**src/rtl/uart_rx_oversampler.sv**
```systemverilog
// uart_rx_oversampler
//   UART receiver for 8N1 frames (8E1/8O1 when UART_RX_PARITY_EN is defined).
//   A free-running phase-accumulator NCO produces a 16x (OS_RATE) oversample
//   tick from the system clock; the serial line is synchronised, the start
//   bit is qualified at its midpoint and every following bit is sampled at
//   its midpoint.
//
//   Optional feature macro: UART_RX_PARITY_EN (adds PARITY state, PARITY_ODD
//   parameter and the parity_err port).
//
// Ports
//   clk_in      system clock (24 MHz nominal)
//   rst         synchronous active-high reset
//   rx_in       asynchronous serial line, idle high
//   data_out    last correctly received byte
//   data_valid  one-cycle pulse when data_out updates
//   frame_err   one-cycle pulse on a bad (low) stop bit
//   busy        high while a frame is in progress
//   parity_err  one-cycle pulse with data_valid on parity mismatch (optional)
module uart_rx_oversampler #(
  parameter int ACC_WIDTH = 17,
  parameter int ACC_INC   = 40265,
  parameter int OS_RATE   = 16
`ifdef UART_RX_PARITY_EN
  , parameter bit PARITY_ODD = 1'b0
`endif
) (
  input  logic       clk_in,
  input  logic       rst,
  input  logic       rx_in,
  output logic [7:0] data_out,
  output logic       data_valid,
  output logic       frame_err,
  output logic       busy
`ifdef UART_RX_PARITY_EN
  , output logic     parity_err
`endif
);

  localparam int OSW = $clog2(OS_RATE);
  localparam logic [ACC_WIDTH:0] INC     = ACC_INC[ACC_WIDTH:0];
  localparam logic [OSW-1:0]     OS_MID  = OSW'(OS_RATE / 2 - 1);
  localparam logic [OSW-1:0]     OS_LAST = OSW'(OS_RATE - 1);

  typedef enum logic [2:0] {
    S_IDLE, S_START, S_DATA, S_PARITY, S_STOP, S_BREAK
  } state_t;

  state_t                 r_state;
  state_t                 w_state_nxt;
  logic [ACC_WIDTH-1:0]   r_acc;
  logic [ACC_WIDTH:0]     w_sum;
  logic                   w_tick;
  logic [1:0]             r_sync;
  logic                   w_rx_s;
  logic [OSW-1:0]         r_os;
  logic [OSW-1:0]         w_os_nxt;
  logic [2:0]             r_bit;
  logic [2:0]             w_bit_nxt;
  logic [7:0]             r_shift;
  logic                   w_midbit;
  logic                   w_shift_en;
  logic                   w_load;
  logic                   w_ferr;
`ifdef UART_RX_PARITY_EN
  logic                   r_par;
  logic                   w_par_en;
  logic                   w_perr;
`endif

  // The tick is the carry-out of the accumulator add; with ACC_INC below
  // half the modulus it can never be high on two consecutive cycles.
  assign w_sum  = {1'b0, r_acc} + INC;
  assign w_tick = w_sum[ACC_WIDTH];
  assign w_rx_s = r_sync[1];

  // State register and datapath registers
  always_ff @(posedge clk_in) begin
    if (rst) begin
      r_state    <= S_IDLE;
      r_acc      <= '0;
      r_sync     <= 2'b11;
      r_os       <= '0;
      r_bit      <= '0;
      r_shift    <= '0;
      data_out   <= '0;
      data_valid <= 1'b0;
      frame_err  <= 1'b0;
`ifdef UART_RX_PARITY_EN
      r_par      <= 1'b0;
      parity_err <= 1'b0;
`endif
    end else begin
      r_state    <= w_state_nxt;
      r_acc      <= w_sum[ACC_WIDTH-1:0];
      r_sync     <= {r_sync[0], rx_in};
      r_os       <= w_os_nxt;
      r_bit      <= w_bit_nxt;
      if (w_shift_en) r_shift <= {w_rx_s, r_shift[7:1]};
      if (w_load)     data_out <= r_shift;
      data_valid <= w_load;
      frame_err  <= w_ferr;
`ifdef UART_RX_PARITY_EN
      if (w_par_en) r_par <= w_rx_s;
      parity_err <= w_perr;
`endif
    end
  end

  // Next-state logic; everything advances only on oversample ticks
  always_comb begin
    w_state_nxt = r_state;
    w_os_nxt    = r_os;
    w_bit_nxt   = r_bit;
    if (w_tick) begin
      case (r_state)
        S_IDLE: begin
          if (!w_rx_s) begin
            w_state_nxt = S_START;
            w_os_nxt    = '0;
          end
        end
        S_START: begin
          if (r_os == OS_MID) begin
            w_os_nxt    = '0;
            w_bit_nxt   = '0;
            w_state_nxt = w_rx_s ? S_IDLE : S_DATA;
          end else begin
            w_os_nxt = r_os + 1'b1;
          end
        end
        S_DATA: begin
          w_os_nxt = r_os + 1'b1;
          if (r_os == OS_LAST) begin
            w_bit_nxt = r_bit + 1'b1;
`ifdef UART_RX_PARITY_EN
            if (r_bit == 3'd7) w_state_nxt = S_PARITY;
`else
            if (r_bit == 3'd7) w_state_nxt = S_STOP;
`endif
          end
        end
`ifdef UART_RX_PARITY_EN
        S_PARITY: begin
          w_os_nxt = r_os + 1'b1;
          if (r_os == OS_LAST) w_state_nxt = S_STOP;
        end
`endif
        S_STOP: begin
          w_os_nxt = r_os + 1'b1;
          // Returning to IDLE at mid stop bit lets a back-to-back start edge
          // be caught without any idle gap.
          if (r_os == OS_LAST) w_state_nxt = w_rx_s ? S_IDLE : S_BREAK;
        end
        S_BREAK: begin
          if (w_rx_s) w_state_nxt = S_IDLE;
        end
        default: w_state_nxt = S_IDLE;
      endcase
    end
  end

  // Output / strobe decode
  always_comb begin
    w_midbit   = w_tick && (r_os == OS_LAST);
    w_shift_en = w_midbit && (r_state == S_DATA);
    w_load     = w_midbit && (r_state == S_STOP) && w_rx_s;
    w_ferr     = w_midbit && (r_state == S_STOP) && !w_rx_s;
    busy       = (r_state != S_IDLE);
`ifdef UART_RX_PARITY_EN
    w_par_en   = w_midbit && (r_state == S_PARITY);
    // XOR of data and parity bit is 0 for even parity, 1 for odd.
    w_perr     = w_load && ((^r_shift ^ r_par) != PARITY_ODD);
`endif
  end

endmodule

```
**config.mk**
```make
export PLATFORM = sky130hd
export DESIGN_NAME = uart_rx_oversampler
export DESIGN_NICKNAME = d
export VERILOG_FILES = /design/src/rtl/uart_rx_oversampler.sv
export SDC_FILE = /design/constraint.sdc
export NUM_CORES = 1
export LEC_CHECK = 0
export ABC_AREA = 1
export BUFFER_PORTS_ARGS = -buffer_cell sky130_fd_sc_hd__clkbuf_2
export CAP_MARGIN = 10
export CORE_UTILIZATION = 64
export DETAILED_ROUTE_END_ITERATION = 10
export PLACE_DENSITY = 0.81
export SETUP_SLACK_MARGIN = 0.3
export SYNTH_ARGS = -nofsm -noshare
export SYNTH_HDL_FRONTEND = slang
export SYNTH_SLANG_ARGS = --single-unit
```
**constraint.sdc**
```tcl
create_clock -name clk_in -period 4.4 [get_ports clk_in]
set_input_delay 0.44 -clock clk_in [delete_from_list [all_inputs] [get_ports clk_in]]
set_output_delay 0.44 -clock clk_in [all_outputs]
set_load 0.05 [all_outputs]
```
==> flow_summary.html <==
<table>
<tr><th>Metric</th><th>Value</th></tr>
<tr><th colspan="2">Power</th></tr>
<tr><td>Pwr per Cell Area</td><td>338.4 nW/um^2</td></tr>
<tr><td>Largest vdd supply drop</td><td>0.0002225 V</td></tr>
<tr><td>Comb power frac</td><td>0.101</td></tr>
<tr><td>Internal power</td><td>607.4 uW</td></tr>
<tr><td>Clock share of power</td><td>0.330</td></tr>
<tr><td>Switching Fraction</td><td>0.2613</td></tr>
<tr><td>Sequential share of power</td><td>0.570</td></tr>
<tr><td>Static leakage</td><td>1.148 nW</td></tr>
<tr><td>Psw</td><td>214.9 uW</td></tr>
<tr><th colspan="2">Synth</th></tr>
<tr><td>Post-Synthesis Cells</td><td>330</td></tr>
<tr><td>Total standard cell area after synthesis</td><td>2266 sq um</td></tr>
<tr><td>Sequential element share of the synthesized area</td><td>0.4152</td></tr>
<tr><td>FF+latch count, synth</td><td>47</td></tr>
<tr><td>Synth cell types</td><td>26</td></tr>
<tr><td>Synthesized netlist net count</td><td>337</td></tr>
<tr><td>Synth warn</td><td>0</td></tr>
<tr><td>Average footprint of a synthesized cell</td><td>6.866 sq um</td></tr>
<tr><th colspan="2">STA</th></tr>
<tr><td>Pin slew with the least headroom to its limit</td><td>0.7880 ns</td></tr>
<tr><td>Shortest period the worst path allows</td><td>1.881 ns</td></tr>
<tr><td>PnR worst setup slack</td><td>2.519 ns</td></tr>
<tr><td>Final cycle utilization of the critical path</td><td>0.4274</td></tr>
<tr><td>Final hold violation count</td><td>0</td></tr>
<tr><td>Number of setup violations in the final report</td><td>0</td></tr>
<tr><td>Slew Viols, Final</td><td>0</td></tr>
<tr><td>Slew headroom</td><td>0.4741</td></tr>
<tr><td>Maximum clock rate</td><td>531.7 MHz</td></tr>
<tr><td>Worst clock skew on the final layout</td><td>0.008390 ns</td></tr>
<tr><td>Unrepaired setup endpoints after global routing</td><td>false</td></tr>
<tr><td>Total negative slack for setup checks</td><td>0 ns</td></tr>
<tr><th colspan="2">Min path</th></tr>
<tr><td>Worst Hold Class</td><td>input port to register</td></tr>
<tr><td>Worst Hold Launch</td><td>rx_in</td></tr>
<tr><th colspan="2">Global routing</th></tr>
<tr><td>Via count of the first global-routing pass</td><td>1553</td></tr>
<tr><td>Initial antenna violation count</td><td>0</td></tr>
<tr><td>Global router's overall resource usage</td><td>0.2355</td></tr>
<tr><td>Pin count of the biggest net entering global routing</td><td>30</td></tr>
<tr><td>Global-route wire length before repair</td><td>6561 um</td></tr>
<tr><td>Remaining global-route overflow</td><td>0</td></tr>
<tr><th colspan="2">CTS</th></tr>
<tr><td>Root Driver</td><td>sky130_fd_sc_hd__clkbuf_4</td></tr>
<tr><td>Number of instances resized during post-cts repair</td><td>0</td></tr>
<tr><td>CTS H-Tree Depth</td><td>2</td></tr>
<tr><td>Number of buffers on the longest clock path</td><td>2</td></tr>
<tr><td>Count of hold-fix buffers inserted at cts</td><td>0</td></tr>
<tr><td>Number of setup buffers added after CTS</td><td>0</td></tr>
<tr><td>Clk pin slew, worst setup/hold paths</td><td>0.12 ns</td></tr>
<tr><td>Total number of clock tree sinks</td><td>47</td></tr>
<tr><td>Total clock buffers created by CTS</td><td>5</td></tr>
<tr><td>TritonCTS clock tree</td><td>done</td></tr>
<tr><td>Clk_lat worst skew</td><td>0.38 ns</td></tr>
<tr><th colspan="2">Finish</th></tr>
<tr><td>N_diodes</td><td>0</td></tr>
<tr><td>Synthesis-to-finish area growth</td><td>7.234%</td></tr>
<tr><td>Share of final-layout standard cells stronger than drive strength 1</td><td>0.1166</td></tr>
<tr><td>Nets@finish</td><td>349</td></tr>
<tr><td>Count of filler cells inserted in the layout</td><td>305</td></tr>
<tr><th colspan="2">Place</th></tr>
<tr><td>Post-Place Worst Slack</td><td>2.571 ns</td></tr>
<tr><td>Number of port buffers</td><td>13</td></tr>
<tr><td>Gp weighted congestion</td><td>0.8722</td></tr>
<tr><td>Half-perimeter wire length after detailed placement</td><td>2860 um</td></tr>
<tr><th colspan="2">Die</th></tr>
<tr><td>Ports</td><td>14</td></tr>
<tr><td>Overall die area</td><td>3782 sq um</td></tr>
<tr><td>Number of placement rows</td><td>21</td></tr>
<tr><td>X dimension of the die</td><td>61.50 um</td></tr>
<tr><td>Vertical extent of the die</td><td>61.50 um</td></tr>
<tr><td>Starting density of the core</td><td>0.6737</td></tr>
<tr><td>Standard cell core area</td><td>3363 sq um</td></tr>
<tr><th colspan="2">Critical path</th></tr>
<tr><td>Worst-path fanout max</td><td>4</td></tr>
<tr><td>Capturing element type of the critical path</td><td>output pin</td></tr>
<tr><td>Critical Setup Path Class</td><td>register to output pin</td></tr>
<tr><td>Worst reg2reg startpoint</td><td>r_acc[9]</td></tr>
<tr><td>Crit path required time</td><td>3.96 ns</td></tr>
<tr><td>Sort of element at the start of the critical path</td><td>register</td></tr>
<tr><td>Worst setup path start</td><td>r_state[1]</td></tr>
<tr><td>Arrival time worst endpoint</td><td>1.44 ns</td></tr>
<tr><th colspan="2">Drt</th></tr>
<tr><td>Via count of the routed design</td><td>2033</td></tr>
<tr><td>Via density per instance</td><td>5.226</td></tr>
<tr><td>Post-detailed-route count of antenna-violating nets</td><td>0</td></tr>
<tr><td>Average detailed-routed wire length per instance</td><td>10.65 um</td></tr>
<tr><td>Initial DRC Count</td><td>107</td></tr>
<tr><td>DRC violation count after routing</td><td>0</td></tr>
<tr><td>DR pass1 iterations</td><td>4</td></tr>
<tr><td>Aggregate routed wire length</td><td>4143 um</td></tr>
<tr><th colspan="2">Status</th></tr>
<tr><td>Run status</td><td>finished clean</td></tr>
<tr><th colspan="2">Job</th></tr>
<tr><td>Max-cap violations</td><td>0</td></tr>
</table>
[area by class of cell]
cell class | count | area, sq um | area share
sequential | 47 | 940.9 | 0.3872
tap | 46 | 57.56 | 0.02369
clock buffer | 6 | 51.30 | 0.02111
clock inverter | 2 | 35.03 | 0.01442
inverter | 38 | 142.6 | 0.05870
multi-input combinational | 237 | 1137 | 0.4681
timing repair buffer | 13 | 65.06 | 0.02678
[synth_stat cells]
library cell,count,share of area
sky130_fd_sc_hd__nand2_1,78,0.13
sky130_fd_sc_hd__inv_2,4,0.0066
sky130_fd_sc_hd__nor4_2,1,0.0055
sky130_fd_sc_hd__nand3_1,24,0.053
sky130_fd_sc_hd__nor3_1,5,0.011
sky130_fd_sc_hd__clkbuf_1,5,0.0083
sky130_fd_sc_hd__a21oi_1,24,0.053
sky130_fd_sc_hd__buf_6,1,0.0050
sky130_fd_sc_hd__nor2_2,4,0.011
sky130_fd_sc_hd__nand4_1,4,0.011
sky130_fd_sc_hd__xor2_1,1,0.0039
sky130_fd_sc_hd__inv_1,34,0.056
sky130_fd_sc_hd__dfxtp_1,47,0.42
sky130_fd_sc_hd__nor2_4,3,0.015
sky130_fd_sc_hd__nand3_4,2,0.015
sky130_fd_sc_hd__a211oi_1,1,0.0033
sky130_fd_sc_hd__o21a_1,1,0.0033
sky130_fd_sc_hd__o21ai_0,22,0.049
sky130_fd_sc_hd__nand3b_1,2,0.0066
sky130_fd_sc_hd__nand3_2,1,0.0044
sky130_fd_sc_hd__nand2_2,2,0.0055
sky130_fd_sc_hd__buf_4,2,0.0066
sky130_fd_sc_hd__o211ai_1,1,0.0033
sky130_fd_sc_hd__or2_2,2,0.0055
sky130_fd_sc_hd__nor2_1,55,0.091
sky130_fd_sc_hd__ha_1,4,0.022
[placed cells by master, fill, tap and decap left out, types with 5 or more instances in the layout]
master	count
sky130_fd_sc_hd__clkbuf_2	13
sky130_fd_sc_hd__dfxtp_1	47
sky130_fd_sc_hd__nand2_1	78
sky130_fd_sc_hd__nand3_1	24
sky130_fd_sc_hd__nor2_1	55
sky130_fd_sc_hd__o21ai_0	22
sky130_fd_sc_hd__clkbuf_4	5
sky130_fd_sc_hd__nor3_1	5
sky130_fd_sc_hd__a21oi_1	24
sky130_fd_sc_hd__inv_1	34
[power by group through the flow]
stage	logic (mW)	registers, mW	clock network [mW]
finish	0.0829	0.468	0.271
floorplan	0.0728	0.471	0
CTS	0.0828	0.468	0.280
detailed placement	0.0824	0.477	0
global route	0.0951	0.471	0.294
global placement	0.0808	0.477	0
[final timing paths]
kind / end / slack [ns] / cells past startpoint
min reg2reg: r_sync[1] / 0.43 / 1
max: busy / 2.52 / 5
max reg2reg: r_shift[7] / 2.67 / 10
min: r_sync[0] / 0.25 / 2
[sequential cells by signal, indices dropped and copies added, names as in the netlist]
| signal | count |
|---|---|
| data_valid | 1 |
| frame_err | 1 |
| r_state | 3 |
| r_sync | 2 |
| r_bit | 3 |
| data_out | 8 |
| r_acc | 17 |
| r_os | 4 |
| r_shift | 8 |
[per-layer routing]
layer  vias up  track usage  routed length, um
li1       1082            -                  -
met3         8      0.04622                163
met2        40       0.3702               1839
met1       903       0.3073               2061
met5         -            0                  0
met4         0       0.1206                 79
[stage by stage]
stage	power [mW]	instances	util	cell area, sq um	hold WS (ns)
5_1_grt	0.8609	389	0.7225	2430	0.2448
6_report	0.8223	389	0.7225	2430	0.2542
3_3_place_gp	0.5576	381	0.6968	2344	0.4006
3_5_place_dp	0.5595	381	0.6968	2344	0.3996
2_1_floorplan	0.5436	330	-	2266	0.3895
4_1_cts	0.8304	389	0.7225	2430	0.2342
[critical path: stages (launching register included)]
cell                       delay, ns
sky130_fd_sc_hd__dfxtp_1        0.34
sky130_fd_sc_hd__inv_1          0.10
sky130_fd_sc_hd__nand2_1        0.06
sky130_fd_sc_hd__nor2_1         0.25
sky130_fd_sc_hd__inv_1          0.07
sky130_fd_sc_hd__clkbuf_2       0.24
[cells by family (layout without fill, tap and decap cells)]
| logic type | after synthesis | after routing | synth area share |
|---|---|---|---|
| AO/OA/AOI/OAI | 49 | 49 | 0.1115 |
| AND/OR/NAND/NOR | 183 | 183 | 0.3644 |
| adder cells (fa/ha/maj) | 4 | 4 | 0.02209 |
| flip-flops | 47 | 47 | 0.4152 |
| XOR/XNOR | 1 | 1 | 0.003866 |
| buffers and inverters | 46 | 59 | 0.08282 |
(Power assumes the default switching activity.)
